File: src/rtl/fetch_stage_pkg.sv
// Shared definitions for the instruction-fetch stage: state encoding,
// the bubble instruction and the default reset PC.
package fetch_stage_pkg;

  typedef enum logic [1:0] {
    ST_FETCH = 2'd0,
    ST_HOLD  = 2'd1,
    ST_DRAIN = 2'd2
  } fetch_state_t;

  localparam logic [31:0] NOP_INSTR        = 32'h0000_0000;
  localparam logic [31:0] DEFAULT_RESET_PC = 32'h0000_1000;

endpackage

File: src/rtl/fetch_stage.sv
// Instruction-fetch stage: owns the PC, keeps at most one request in flight
// to instruction memory and feeds decode, buffering one word under back-pressure.
//
// state    | meaning
// FETCH    | request at pc outstanding; a response is offered straight to decode
// HOLD     | decode stalled on a fetched word; word held in hold_instr, no request
// DRAIN    | redirect seen mid-request; wait out the old response, then go to pending_pc
module fetch_stage
  import fetch_stage_pkg::*;
#(
  parameter logic [31:0] RESET_PC = DEFAULT_RESET_PC,
  parameter int          PC_INC   = 4
) (
  input  logic        clock,
  input  logic        reset,
  input  logic        d_stall,
  input  logic        redirect_valid,
  input  logic [31:0] redirect_pc,
  output logic        imem_req,
  output logic [31:0] imem_addr,
  input  logic        imem_ready,
  input  logic [31:0] imem_rdata,
  output logic [31:0] f_instr,
  output logic [31:0] f_pc,
  output logic        f_stall,
  output logic        f_flush
);

  localparam logic [31:0] PC_STEP = 32'(PC_INC);

  fetch_state_t state;
  logic [31:0]  pc;
  logic [31:0]  hold_instr;
  logic [31:0]  pending_pc;
  logic [31:0]  pc_next;

  // Modulo-2^32 increment; the top word wraps to address zero.
  assign pc_next = pc + PC_STEP;

  always_ff @(posedge clock) begin
    if (reset) begin
      state      <= ST_FETCH;
      pc         <= RESET_PC;
      hold_instr <= NOP_INSTR;
      pending_pc <= '0;
    end else if (redirect_valid) begin
      case (state)
        ST_FETCH: begin
          if (imem_ready) begin
            pc <= redirect_pc;
          end else begin
            pending_pc <= redirect_pc;
            state      <= ST_DRAIN;
          end
        end
        ST_HOLD: begin
          pc    <= redirect_pc;
          state <= ST_FETCH;
        end
        ST_DRAIN: begin
          pending_pc <= redirect_pc;
          if (imem_ready) begin
            pc    <= redirect_pc;
            state <= ST_FETCH;
          end
        end
        default: state <= ST_FETCH;
      endcase
    end else begin
      case (state)
        ST_FETCH: begin
          if (imem_ready) begin
            if (d_stall) begin
              hold_instr <= imem_rdata;
              state      <= ST_HOLD;
            end else begin
              pc <= pc_next;
            end
          end
        end
        ST_HOLD: begin
          if (!d_stall) begin
            pc    <= pc_next;
            state <= ST_FETCH;
          end
        end
        ST_DRAIN: begin
          if (imem_ready) begin
            pc    <= pending_pc;
            state <= ST_FETCH;
          end
        end
        default: state <= ST_FETCH;
      endcase
    end
  end

  // Outputs follow the memory response within the cycle so a ready-on-request
  // memory sustains one instruction per cycle.
  always_comb begin
    imem_req  = 1'b0;
    imem_addr = pc;
    f_instr   = NOP_INSTR;
    f_pc      = pc;
    f_stall   = 1'b1;
    f_flush   = 1'b0;
    if (reset) begin
      f_pc = '0;
    end else begin
      case (state)
        ST_FETCH: begin
          imem_req = 1'b1;
          f_instr  = imem_rdata;
          f_stall  = !imem_ready;
        end
        ST_HOLD: begin
          f_instr = hold_instr;
          f_stall = 1'b0;
        end
        ST_DRAIN: begin
          imem_req = 1'b1;
        end
        default: begin
          imem_req = 1'b0;
        end
      endcase
      if (redirect_valid) begin
        f_flush = 1'b1;
        f_stall = 1'b1;
      end
    end
  end

endmodule

File: config.mk
export PLATFORM = sky130hd
export DESIGN_NAME = fetch_stage
export DESIGN_NICKNAME = d
export VERILOG_FILES = /design/src/rtl/fetch_stage_pkg.sv /design/src/rtl/fetch_stage.sv
export SDC_FILE = /design/constraint.sdc
export NUM_CORES = 1
export LEC_CHECK = 0
export CORE_MARGIN = 2
export CORE_UTILIZATION = 27
export DETAILED_ROUTE_END_ITERATION = 6
export DONT_BUFFER_PORTS = 1
export HOLD_SLACK_MARGIN = 0.12
export PLACE_DENSITY = 0.41
export SLEW_MARGIN = 20
export SYNTH_ARGS = -nofsm -noshare
export SYNTH_HDL_FRONTEND = slang
export SYNTH_SLANG_ARGS = --single-unit
File: constraint.sdc
create_clock -name clock -period 5.4 [get_ports clock]
set_input_delay 0.27 -clock clock [delete_from_list [all_inputs] [get_ports clock]]
set_output_delay 0.27 -clock clock [all_outputs]
set_load 0.03 [all_outputs]
# Yosys cells after proc, flatten, opt, wreduce, memory -nomap -nowiden
# Cells that the tools add are included.
# op_classes
bitwise	1
addsub	1
n_reduce_logical	9
mux	27
eq_ne	10
# ops
operator	count
32-bit two-way mux	8
32-bit one-hot mux with 2 select lines	3
32-bit one-hot mux with 3 select lines	1
32-bit by 3-bit adder with 32-bit output (second input constant)	1
3-bit != test (second input constant)	5
2-bit two-way mux	6
4-bit AND reduction	2
1-bit two-way mux	6
3-bit by 2-bit != test with 1-bit output (second input constant)	2
2-bit one-hot mux with 3 select lines	1
5-bit AND reduction	1
2-bit one-hot mux with 2 select lines	1
4-bit nonzero test	1
3-bit AND reduction	1
2-bit by 1-bit == test with 1-bit output (second input constant)	1
2-bit == test (second input constant)	1
2-bit logical NOT	1
2-bit != test (second input constant)	1
1-bit one-hot mux with 2 select lines	1
2-bit nonzero test	1
2-bit OR reduction	1
1-bit logical NOT	1
1-bit inverter	1
# word_totals
word_cells	52
ff_bits	98

# Logic depth before layout (Yosys ltp)
# Gate-level depths: netlist of the first run.
# depth
depth_word	5
depth_mapped	8
mapped_depth_nobuf	6

# Worst setup path after synthesis of the first run
# No wires, ideal clock.
# synth_path
path_type	reg-to-reg
from	reg pc[2], in the netlist imem_addr[2]
to	reg pc[26], in the netlist imem_addr[26]
period_less_slack_ns	2.011
setup_ns	0.086
stages_incl_launch_ff	7
path_buffers	0
path_slack_ns	3.389
arrival_ns	1.925
cell_sequence	dfxtp_1 ha_1 inv_1 nor3_2 nand4_1 a21o_1 a221oi_2
# synth_via
elab_chain_cells	5
# synth_rtl
item	line_no	source
start, declared	fetch_stage.sv:32	logic [31:0] pc;
start signal, assigned	fetch_stage.sv:50	pc <= redirect_pc;
start signal, assigned	fetch_stage.sv:57	pc <= redirect_pc;
start signal, assigned	fetch_stage.sv:63	pc <= redirect_pc;
32-bit by 3-bit adder with 32-bit output (*)	fetch_stage.sv:38	assign pc_next = pc + PC_STEP;
32-bit two-way mux (*)	fetch_stage.sv:73, fetch_stage.sv:82	
32-bit two-way mux	fetch_stage.sv:72	if (imem_ready) begin
32-bit one-hot mux with 3 select lines (*)	fetch_stage.sv:70	case (state)
32-bit two-way mux (*)	fetch_stage.sv:46	end else if (redirect_valid) begin
# Every way passes the cells marked *; elsewhere a longest branch is shown, timed or not. The select of a mux whose other input is x is not followed.
# A chain may end at the register's enable or synchronous reset.

# Worst setup path in the final report of the first run
# layout_path
from	reg state[0]
to	reg pc[17], in the netlist imem_addr[17]
# layout_via
elab_chain_cells	4
# layout_rtl
item	line_no	source
start, declared	fetch_stage.sv:31	fetch_state_t state;
start signal, assigned	fetch_stage.sv:42	state <= ST_FETCH;
start signal, assigned	fetch_stage.sv:53	state <= ST_DRAIN;
start signal, assigned	fetch_stage.sv:58	state <= ST_FETCH;
2-bit == test / 2-bit logical NOT (equally long branches)	fetch_stage.sv:47, fetch_stage.sv:70	
2-bit OR reduction (no source line)	--	
3-bit by 2-bit != test with 1-bit output (no source line) / 32-bit one-hot mux with 2 select lines (equally long branches)	--	
5-bit AND reduction (no source line) / 32-bit two-way mux (equally long branches)	--	
end signal, assigned	fetch_stage.sv:50	
end signal, assigned	fetch_stage.sv:57	
end signal, assigned	fetch_stage.sv:77	pc <= pc_next;
# Parallel ways exist; a longest one is shown, timed or not.

==> results.sh, run 1 <==
export IMPL_grt_pass1_wl_mm=30.1
export IMPL_layout_drive_gt1_share_pct=4.51
export IMPL_pin_count=168
export IMPL_cp_end_kind="register"
export IMPL_cts_resized=0
export IMPL_n_antenna_cell=0
export IMPL_via_count=5477
export IMPL_finalWorstSetupSlack_ns=2.82
export IMPL_synth_edf_count=0
export IMPL_total_leakage_power_nw=2.28
export IMPL_cts_buffer_depth=2
export IMPL_start_util_pct=27.3
export IMPL_place_ws_ns=2.77
export IMPL_max_stage_delay_ns=0.97
export IMPL_clockRootBuffer="clkbuf_16"
export IMPL_wl_mm=19.3
export IMPL_synth_cell_types=54
export IMPL_worstPathRequired_ns=5.69
export IMPL_clock_sinks=98
export IMPL_max_vdd_ir_drop_mv=0.133
export IMPL_async_reset_ff_share_pct=0
export IMPL_hold_buffers=69
export IMPL_cts_tree="done"
export IMPL_fin_area_um2=6730
export IMPL_htree_levels=3
export IMPL_drt_iter0_drc=289
export IMPL_hold_ws_ns=0.158
export IMPL_drt_pass1_iterations=4
export IMPL_maxCapViolations=0
export IMPL_ff_latch_area_um2=1960
export IMPL_seq_area_frac_synth_pct=35.8
export IMPL_worstPathArrival_ns=2.87
export IMPL_grt_overflow=0
export IMPL_start_kind="register"
export IMPL_hold_path_class="input port to register"
export IMPL_cp_cell_sequence="buf_4 -> a221oi_4 -> buf_4 -> nand2b_1 -> a21oi_1 -> a22o_1"
export IMPL_dieArea_um2=21500
export IMPL_crit_path_frequent_cell="buf_4"
export IMPL_rsz0062_at_grt="no"
export IMPL_drcViolationCount=0
export IMPL_ys_flop_type="dfxtp_1"
export IMPL_path_clk_slew_ns=0.07
export IMPL_multi_input_comb_area_um2=3220
export IMPL_critPathSlowestCell="a221oi_4"
export IMPL_power_density_nw_per_um2=293
export IMPL_worst_pin_slew_ns=1.07
export IMPL_syn_area_um2=5480
export IMPL_fmax_mhz=387
export IMPL_synthesis_nets=839
export IMPL_worstSetupPathType="register to register"
export IMPL_nets=863
export IMPL_final_setup_skew_ns=0.00906
export IMPL_core_area_um2=20100
export IMPL_fillCellCount=2120
export IMPL_crit_family="compound AO/OA/AOI/OAI gates"
export IMPL_setup_viol=0
export IMPL_routedWlPerCell_um=18.1
export IMPL_die_h_um=146
export IMPL_fp_row_count=52
export IMPL_vias_per_cell=5.13
export IMPL_final_util_pct=33.5
export IMPL_postPlaceCellArea_um2=5630
export IMPL_slew_violations=0
export IMPL_gp_congestion=0.833
export IMPL_path_buf_inv=2
export IMPL_syn_inst=769
export IMPL_areaGrowthSynthToFinish_pct=22.7
export IMPL_grt_total_usage_pct=17.6
export IMPL_syn_area_per_cell_um2=7.13
export IMPL_hold_violations=0
export IMPL_die_w_um=146
export IMPL_finalCritPeriodShare_pct=47.8
export IMPL_period_minus_slack_ns=2.58
export IMPL_path_max_fanout=43
export IMPL_clkLatencyLatePin_ns=0.35
export IMPL_io_buffers=0
export IMPL_grt_pass1_vias=5284
export IMPL_status="finished, final reports clean"
export IMPL_ys_seq_elements=98
export IMPL_postCtsSetupRepairBufs=0
export IMPL_relSlewSlack_pct=28.7
export IMPL_place_hpwl_mm=12.1
export IMPL_tns_ns=0
export IMPL_cts_buffers=9
export IMPL_grt_max_degree=90
export IMPL_yosysWarningCount=0
export IMPL_ant_nets=0
export IMPL_antenna_found_initial=0
report_power, final:
group	switching, mW	leakage [nW]	internal [mW]	total, mW
logic	0.191	1.29	0.110	0.301
registers	0.0786	0.801	0.760	0.839
clock network	0.291	0.189	0.538	0.829
total	0.561	2.28	1.41	1.97
cells by family after synthesis:
kind of cell,synth area share (%)
fa+ha+maj,0.228
simple gates,31.1
buf+inv,5.64
mux,7.35
compound gates,19.3
xor+xnor,0.639
flops,35.8
cell usage after synthesis (4+ instances only):
| master | n | area, um2 |
|---|---|---|
| nand2_1 | 180 | 676 |
| dfxtp_1 | 98 | 1960 |
| a21oi_1 | 89 | 445 |
| nor2_1 | 72 | 270 |
| clkbuf_1 | 45 | 169 |
| mux2i_1 | 38 | 380 |
| nor2b_1 | 32 | 200 |
| o21ai_0 | 23 | 115 |
| nor3_1 | 19 | 95.1 |
| nand3_1 | 17 | 85.1 |
| nand2b_1 | 14 | 87.6 |
| buf_2 | 13 | 65.1 |
| a211oi_1 | 12 | 90.1 |
| a31oi_1 | 11 | 68.8 |
| inv_1 | 11 | 41.3 |
| nand4_1 | 11 | 68.8 |
| o31ai_1 | 7 | 52.6 |
| o21ai_1 | 6 | 30.0 |
| buf_1 | 5 | 18.8 |
| nand3b_1 | 4 | 30.0 |
| o211ai_1 | 4 | 30.0 |
| o22ai_1 | 4 | 25.0 |
routing by layer:
layer  vias to the layer above  GRT usage, %  routed length [um]
li1                       2694             -                   -
met1                      2570          23.8                8760
met2                       204          28.3                8870
met3                         9          4.75                1530
met4                         0          3.83                 130
met5                         -             0                   0
sequential cells by signal, indices dropped and copies added (netlist names):
signal / flops
hold_instr: 32
state: 2
pending_pc: 32
imem_addr: 32
cells in the final DEF, fill, tap and decap left out, types with 4 or more instances in the layout:
master and count:
nand2_1 180, dfxtp_1 97, a21oi_1 89, nor2_1 72
dlygate4sd3_1 68, mux2i_1 38, nor2b_1 32, o21ai_0 23
nor3_1 19, nand3_1 17, nand2b_1 14, a211oi_1 12
inv_1 11, nand4_1 11, a31oi_1 11, clkbuf_16 9
buf_4 9, o31ai_1 7, o21ai_1 6, nand3b_1 4
o211ai_1 4, o22ai_1 4, bufinv_16 4
final cells by class:
cell class | instances | share of cell area, %
timing repair buffer | 78 | 11.5
clock buffer | 12 | 3.96
sequential | 98 | 29.2
tap | 270 | 5.02
clock inverter | 4 | 1.79
inverter | 11 | 0.614
multi-input combinational | 595 | 47.9
stage by stage:
stage,instances,power (mW)
after global placement,983,1.10
after detailed placement,983,1.10
after global routing,1068,2.06
final,1068,1.97
after floorplan,769,1.07
after CTS,1068,2.00
worst paths after layout:
check / start / end / slack [ns] / cells after the start
hold / removal: reset / imem_addr[30]$_SDFFE_PP0P_ / 0.16 / 2
hold reg to reg: pending_pc[1]$_SDFFE_PP0P_ / pending_pc[1]$_SDFFE_PP0P_ / 0.45 / 2
setup / recovery: state[0]$_SDFFE_PP0P_ / imem_addr[17]$_SDFFE_PP0P_ / 2.82 / 6
setup reg to reg: state[0]$_SDFFE_PP0P_ / imem_addr[17]$_SDFFE_PP0P_ / 2.82 / 6
Power figures use the tool's default switching activity.
==> run 2: changes to the inputs <==
==> constraint.sdc (replaced) <==
create_clock -name clock -period 2.4 [get_ports clock]
set_input_delay 0.12 -clock clock [delete_from_list [all_inputs] [get_ports clock]]
set_output_delay 0.12 -clock clock [all_outputs]
set_load 0.03 [all_outputs]
==> results.sh, run 2 (synthesized netlist as in run 1, its figures left out) <==
export IMPL_fillCellCount=2128
export IMPL_pwr_share_clk_pct=38.6
export IMPL_ant_nets=0
export IMPL_wl_met1_mm=9.05
export IMPL_grt_pass1_vias=5552
export IMPL_htree_levels=3
export IMPL_hold_depth=4
export IMPL_tns_ns=0
export IMPL_finalPower_mw=4.33
export IMPL_grt_overflow=0
export IMPL_cts_buffers=9
export IMPL_total_leakage_power_nw=2.47
export IMPL_max_stage_delay_ns=0.55
export IMPL_clockRootBuffer="clkbuf_16"
export IMPL_cp_end_kind="register"
export IMPL_final_setup_skew_ns=0.0103
export IMPL_n_antenna_cell=0
export IMPL_finalNonFillerCells=1107
export IMPL_met3_length_mm=1.28
export IMPL_start_util_pct=27.3
export IMPL_cts_tree="done"
export IMPL_place_ws_ns=0.391
export IMPL_slew_violations=0
export IMPL_drt_iter0_drc=329
export IMPL_die_h_um=146
export IMPL_clock_sinks=98
export IMPL_wl_met2_mm=9.31
export IMPL_worst_pin_slew_ns=0.698
export IMPL_worstPathRequired_ns=2.70
export IMPL_hold_path_class="input port to register"
export IMPL_grt_max_degree=95
export IMPL_maxCapViolations=0
export IMPL_path_max_fanout=35
export IMPL_vias_per_cell=5.11
export IMPL_start_kind="register"
export IMPL_period_minus_slack_ns=2.19
export IMPL_antenna_found_initial=0
export IMPL_seqPwrFrac_pct=41.0
export IMPL_clkLatencyLatePin_ns=0.35
export IMPL_combPwrFrac_pct=20.4
export IMPL_via_count=5657
export IMPL_r2r_start="state[0]$_SDFFE_PP0P_"
export IMPL_fp_row_count=52
export IMPL_cp_cell_sequence="buf_6 -> nand4b_1 -> buf_4 -> nand2_1 -> a21oi_1 -> dlygate4sd3_1"
export IMPL_areaGrowthSynthToFinish_pct=28.0
export IMPL_drt_pass1_iterations=5
export IMPL_final_cell_mix="nand2_1 (180), dfxtp_1 (97), a21oi_1 (89), nor2_1 (72), dlygate4sd3_1 (70)"
export IMPL_whs_endpoint="imem_addr[19]$_SDFFE_PP0P_"
export IMPL_r2r_end="hold_instr[23]$_SDFFE_PP0P_"
export IMPL_path_clk_slew_ns=0.07
export IMPL_layout_drive_gt1_share_pct=8.72
export IMPL_finalWorstSetupSlack_ns=0.206
export IMPL_r2r_cells=6
export IMPL_core_area_um2=20100
export IMPL_internal_power_mw=2.99
export IMPL_top_layer_used="met4"
export IMPL_switchingPower_mw=1.34
export IMPL_pin_count=168
export IMPL_status="finished, final reports clean"
export IMPL_setup_viol=0
export IMPL_io_buffers=0
export IMPL_die_w_um=146
export IMPL_routedWlPerCell_um=17.9
export IMPL_swShare_pct=30.9
export IMPL_critPathSlowestCell="dlygate4sd3_1"
export IMPL_finalCritPeriodShare_pct=91.4
export IMPL_worstSetupPathType="register to register"
export IMPL_cts_buffer_depth=2
export IMPL_postCtsSetupRepairBufs=0
export IMPL_power_density_nw_per_um2=617
export IMPL_dieArea_um2=21500
export IMPL_worstPathArrival_ns=2.50
export IMPL_place_hpwl_mm=12.7
export IMPL_max_vdd_ir_drop_mv=0.321
export IMPL_rrSetupSlack_ns=0.21
export IMPL_relSlewSlack_pct=53.3
export IMPL_dp_cells=1019
export IMPL_gp_congestion=0.805
export IMPL_wl_mm=19.9
export IMPL_hold_violations=0
export IMPL_rsz0062_at_grt="no"
export IMPL_nets=902
export IMPL_grt_total_usage_pct=18.0
export IMPL_final_common_cell="nand2_1"
export IMPL_fmax_mhz=456
export IMPL_drcViolationCount=0
export IMPL_grt_pass1_wl_mm=30.4
export IMPL_hp_start="redirect_pc[19]"
-- run 2: cell count changes in the layout (fill, tap and decap cells not counted), sizes merged --
cell         change
dlygate4sd3      +2
inv              +1
buf             +37
bufinv           -2
clkbuf           -1
clkinv           +1
clkinvlp         +1
-- run 2: area by class of cell --
| cell class | count | area (um2) | share of cell area (%) |
|---|---|---|---|
| Multi-Input combinational cell | 595 | 3220 | 45.9 |
| Timing Repair Buffer | 117 | 1110 | 15.9 |
| Inverter | 11 | 41.3 | 0.588 |
| Tap cell | 270 | 338 | 4.81 |
| Clock buffer | 11 | 253 | 3.60 |
| Sequential cell | 98 | 1960 | 28.0 |
| Clock inverter | 5 | 85.1 | 1.21 |
-- run 2: repair_timing --
item | 4_1_cts | 5_1_grt
hold endpoints to repair | 98 | 0
hold buffers | 72 | 0
resized for setup | 0 | 1
setup endpoints to repair | 0 | 1
-- run 2: how the worst max path moves through the flow --
stage	from	end	slack, ns	cells after the start
floorplan	imem_addr[2]$_SDFFE_PP0P_	imem_addr[26]$_SDFFE_PP0P_	0.39	6
global placement	state[1]$_SDFFE_PP0P_	hold_instr[18]$_SDFFE_PP0P_	0.42	4
detailed placement	state[0]$_SDFFE_PP0P_	imem_addr[28]$_SDFFE_PP0P_	0.39	6
CTS	state[0]$_SDFFE_PP0P_	hold_instr[23]$_SDFFE_PP0P_	0.04	6
global route	state[0]$_SDFFE_PP0P_	hold_instr[23]$_SDFFE_PP0P_	0.05	6
finish	state[0]$_SDFFE_PP0P_	hold_instr[23]$_SDFFE_PP0P_	0.21	6
-- run 2: power groups by stage --
stage / combinational (mW) / sequential, mW / clock (mW)
2_1_floorplan: 0.518 / 1.88 / 0
3_3_place_gp: 0.732 / 1.81 / 0
3_5_place_dp: 0.739 / 1.81 / 0
4_1_cts: 0.889 / 1.77 / 1.73
5_1_grt: 0.956 / 1.79 / 1.79
6_report: 0.883 / 1.77 / 1.67
-- run 2: layer usage --
layer  vias to the layer above  GRT usage (%)
li1                       2771              -
met1                      2684           23.2
met2                       189           30.4
met3                        13           5.03
met4                         0           3.59
met5                         -              0
-- run 2: worst max-delay path, delay by kind of cell, from the launching register on --
kind	cells	cell delay, ns
DFF	1	0.44
AOI/OAI and AO/OA	1	0.14
buffers and inverters	3	1.28
and+or+nand+nor	2	0.28
-- run 2: stage by stage --
stage	cell area (um2)	utilization [%]	hold WS (ns)
finish	7020	34.9	0.124
global placement	5930	29.5	0.199
global route	7020	34.9	0.141
detailed placement	5930	29.5	0.203
floorplan	5480	-	0.199
CTS	7010	34.9	0.122
==> run 3: changes to the inputs <==
--- a/config.mk
+++ b/config.mk
@@ -5,6 +5,7 @@
 export SDC_FILE = /design/constraint.sdc
 export NUM_CORES = 1
 export LEC_CHECK = 0
+export CORE_ASPECT_RATIO = 0.9
 export CORE_MARGIN = 2
 export CORE_UTILIZATION = 27
 export DETAILED_ROUTE_END_ITERATION = 6
==> results.sh, run 3 (synthesized netlist as in run 1, its figures left out) <==
export IMPL_worstPathRequired_ns=2.70
export IMPL_grt_busiest_layer="met2"
export IMPL_drt_iter0_drc=297
export IMPL_cts_buffer_depth=2
export IMPL_fp_row_count=49
export IMPL_routedWlPerCell_um=18.1
export IMPL_areaGrowthSynthToFinish_pct=27.6
export IMPL_hold_violations=0
export IMPL_cts_buffers=9
export IMPL_worstSetupPathType="register to register"
export IMPL_grt_pass1_vias=5649
export IMPL_cts_tree="done"
export IMPL_cp_cell_sequence="buf_6 -> nand4b_1 -> buf_4 -> nand2_1 -> a21oi_1 -> dlygate4sd3_1"
export IMPL_antenna_found_initial=2
export IMPL_fillCellCount=2117
export IMPL_vias_per_cell=5.19
export IMPL_final_util_pct=35.1
export IMPL_drcViolationCount=0
export IMPL_period_minus_slack_ns=2.21
export IMPL_finalPower_mw=4.40
export IMPL_dieArea_um2=21500
export IMPL_relSlewSlack_pct=53.4
export IMPL_start_kind="register"
export IMPL_worstPathArrival_ns=2.51
export IMPL_htree_levels=3
export IMPL_gp_congestion=0.788
export IMPL_total_leakage_power_nw=2.45
export IMPL_fin_area_um2=6990
export IMPL_fmax_mhz=453
export IMPL_maxCapViolations=0
export IMPL_layout_drive_gt1_share_pct=8.51
export IMPL_start_util_pct=27.5
export IMPL_clockRootBuffer="clkbuf_16"
export IMPL_hold_ws_ns=0.125
export IMPL_status="finished, final reports clean"
export IMPL_max_stage_delay_ns=0.56
export IMPL_drt_pass1_iterations=5
export IMPL_grt_pass1_wl_mm=31.1
export IMPL_final_common_cell="nand2_1"
export IMPL_setup_viol=0
export IMPL_critPathSlowestCell="dlygate4sd3_1"
export IMPL_nets=899
export IMPL_grtUsageMet3_pct=5.66
export IMPL_use_met2_pct=30.0
export IMPL_tns_ns=0
export IMPL_hold_path_class="input port to register"
export IMPL_ff_latch_area_um2=1960
export IMPL_max_vdd_ir_drop_mv=0.428
export IMPL_place_hpwl_mm=12.3
export IMPL_pin_count=168
export IMPL_final_setup_skew_ns=0.00613
export IMPL_ant_nets=0
export IMPL_clock_sinks=98
export IMPL_via_count=5652
export IMPL_core_area_um2=19900
export IMPL_postPlaceCellArea_um2=5890
export IMPL_die_w_um=154
export IMPL_final_cell_mix="nand2_1 (180), dfxtp_1 (97), a21oi_1 (89), nor2_1 (72), dlygate4sd3_1 (69)"
export IMPL_path_buf_inv=3
export IMPL_path_clk_slew_ns=0.07
export IMPL_io_buffers=0
export IMPL_grt_total_usage_pct=18.3
export IMPL_crit_family="buffers and inverters"
export IMPL_finalCritPeriodShare_pct=91.9
export IMPL_clkLatencyLatePin_ns=0.36
export IMPL_die_h_um=139
export IMPL_rsz0062_at_grt="no"
export IMPL_postCtsSetupRepairBufs=0
export IMPL_grt_max_degree=93
export IMPL_slew_violations=0
export IMPL_multi_input_comb_area_um2=3230
export IMPL_wl_mm=19.7
export IMPL_cp_end_kind="register"
export IMPL_grt_overflow=0
export IMPL_power_density_nw_per_um2=629
export IMPL_worst_pin_slew_ns=0.696
export IMPL_met1_usage_pct=23.6
export IMPL_path_max_fanout=35
[run 3: cell types whose count changed in the layout (fill, tap and decap cells not counted), sizes merged]
cell         delta
bufinv          +1
clkinvlp        +1
inv             -1
diode           +1
buf             -2
clkbuf          -1
dlygate4sd3     -1
[run 3: area by class of cell]
cell class / instances / share of cell area [%]
diodes: 1 / 0.0358
clock buffers: 10 / 3.42
inverters: 11 / 0.590
clock inverters: 6 / 1.63
flip-flops and latches: 98 / 28.1
well taps: 255 / 4.56
multi-input cells: 595 / 46.1
repair buffers: 114 / 15.6
[run 3: metal layers]
layer | vias up | share of wire (%)
met2 | 216 | 45
met5 | - | 0.056
li1 | 2757 | -
met4 | 2 | 1.4
met1 | 2655 | 46
met3 | 22 | 7.9
[run 3: power breakdown]
group | switching [mW] | internal (mW) | total (mW)
Clock | 0.696 | 1.05 | 1.75
Combinational | 0.565 | 0.302 | 0.867
Sequential | 0.0754 | 1.71 | 1.79
Total | 1.34 | 3.06 | 4.40
[run 3: per-stage QoR]
| step | instances | setup slack (ns) |
|---|---|---|
| after floorplan | 769 | 0.389 |
| after global placement | 1002 | 0.289 |
| after detailed placement | 1002 | 0.322 |
| after CTS | 1089 | 0.0539 |
| after global routing | 1090 | 0.0325 |
| final | 1090 | 0.194 |
[run 3: final timing paths]
kind                            slack (ns)                       start                          end  depth (start not counted)
worst max-delay path                  0.19       state[0]$_SDFFE_PP0P_  hold_instr[24]$_SDFFE_PP0P_                          6
worst min-delay path                  0.12             redirect_pc[14]   imem_addr[14]$_SDFFE_PP0P_                          4
worst max register to register        0.19       state[0]$_SDFFE_PP0P_  hold_instr[24]$_SDFFE_PP0P_                          6
worst min register to register        0.45  pending_pc[3]$_SDFFE_PP0P_   pending_pc[3]$_SDFFE_PP0P_                          2
[run 3: timing repair]
| item | in CTS | in global routing |
|---|---|---|
| hold endpoints to repair | 97 | 0 |
| gates resized for setup | 0 | 2 |
| hold buffers | 71 | 0 |
| setup endpoints to repair | 0 | 1 |
[run 3: tightest hold or removal path, cell delays in order]
cell	delay [ns]
nand2_1	0.02
o21ai_0	0.11
a31oi_1	0.06
o21ai_0	0.13
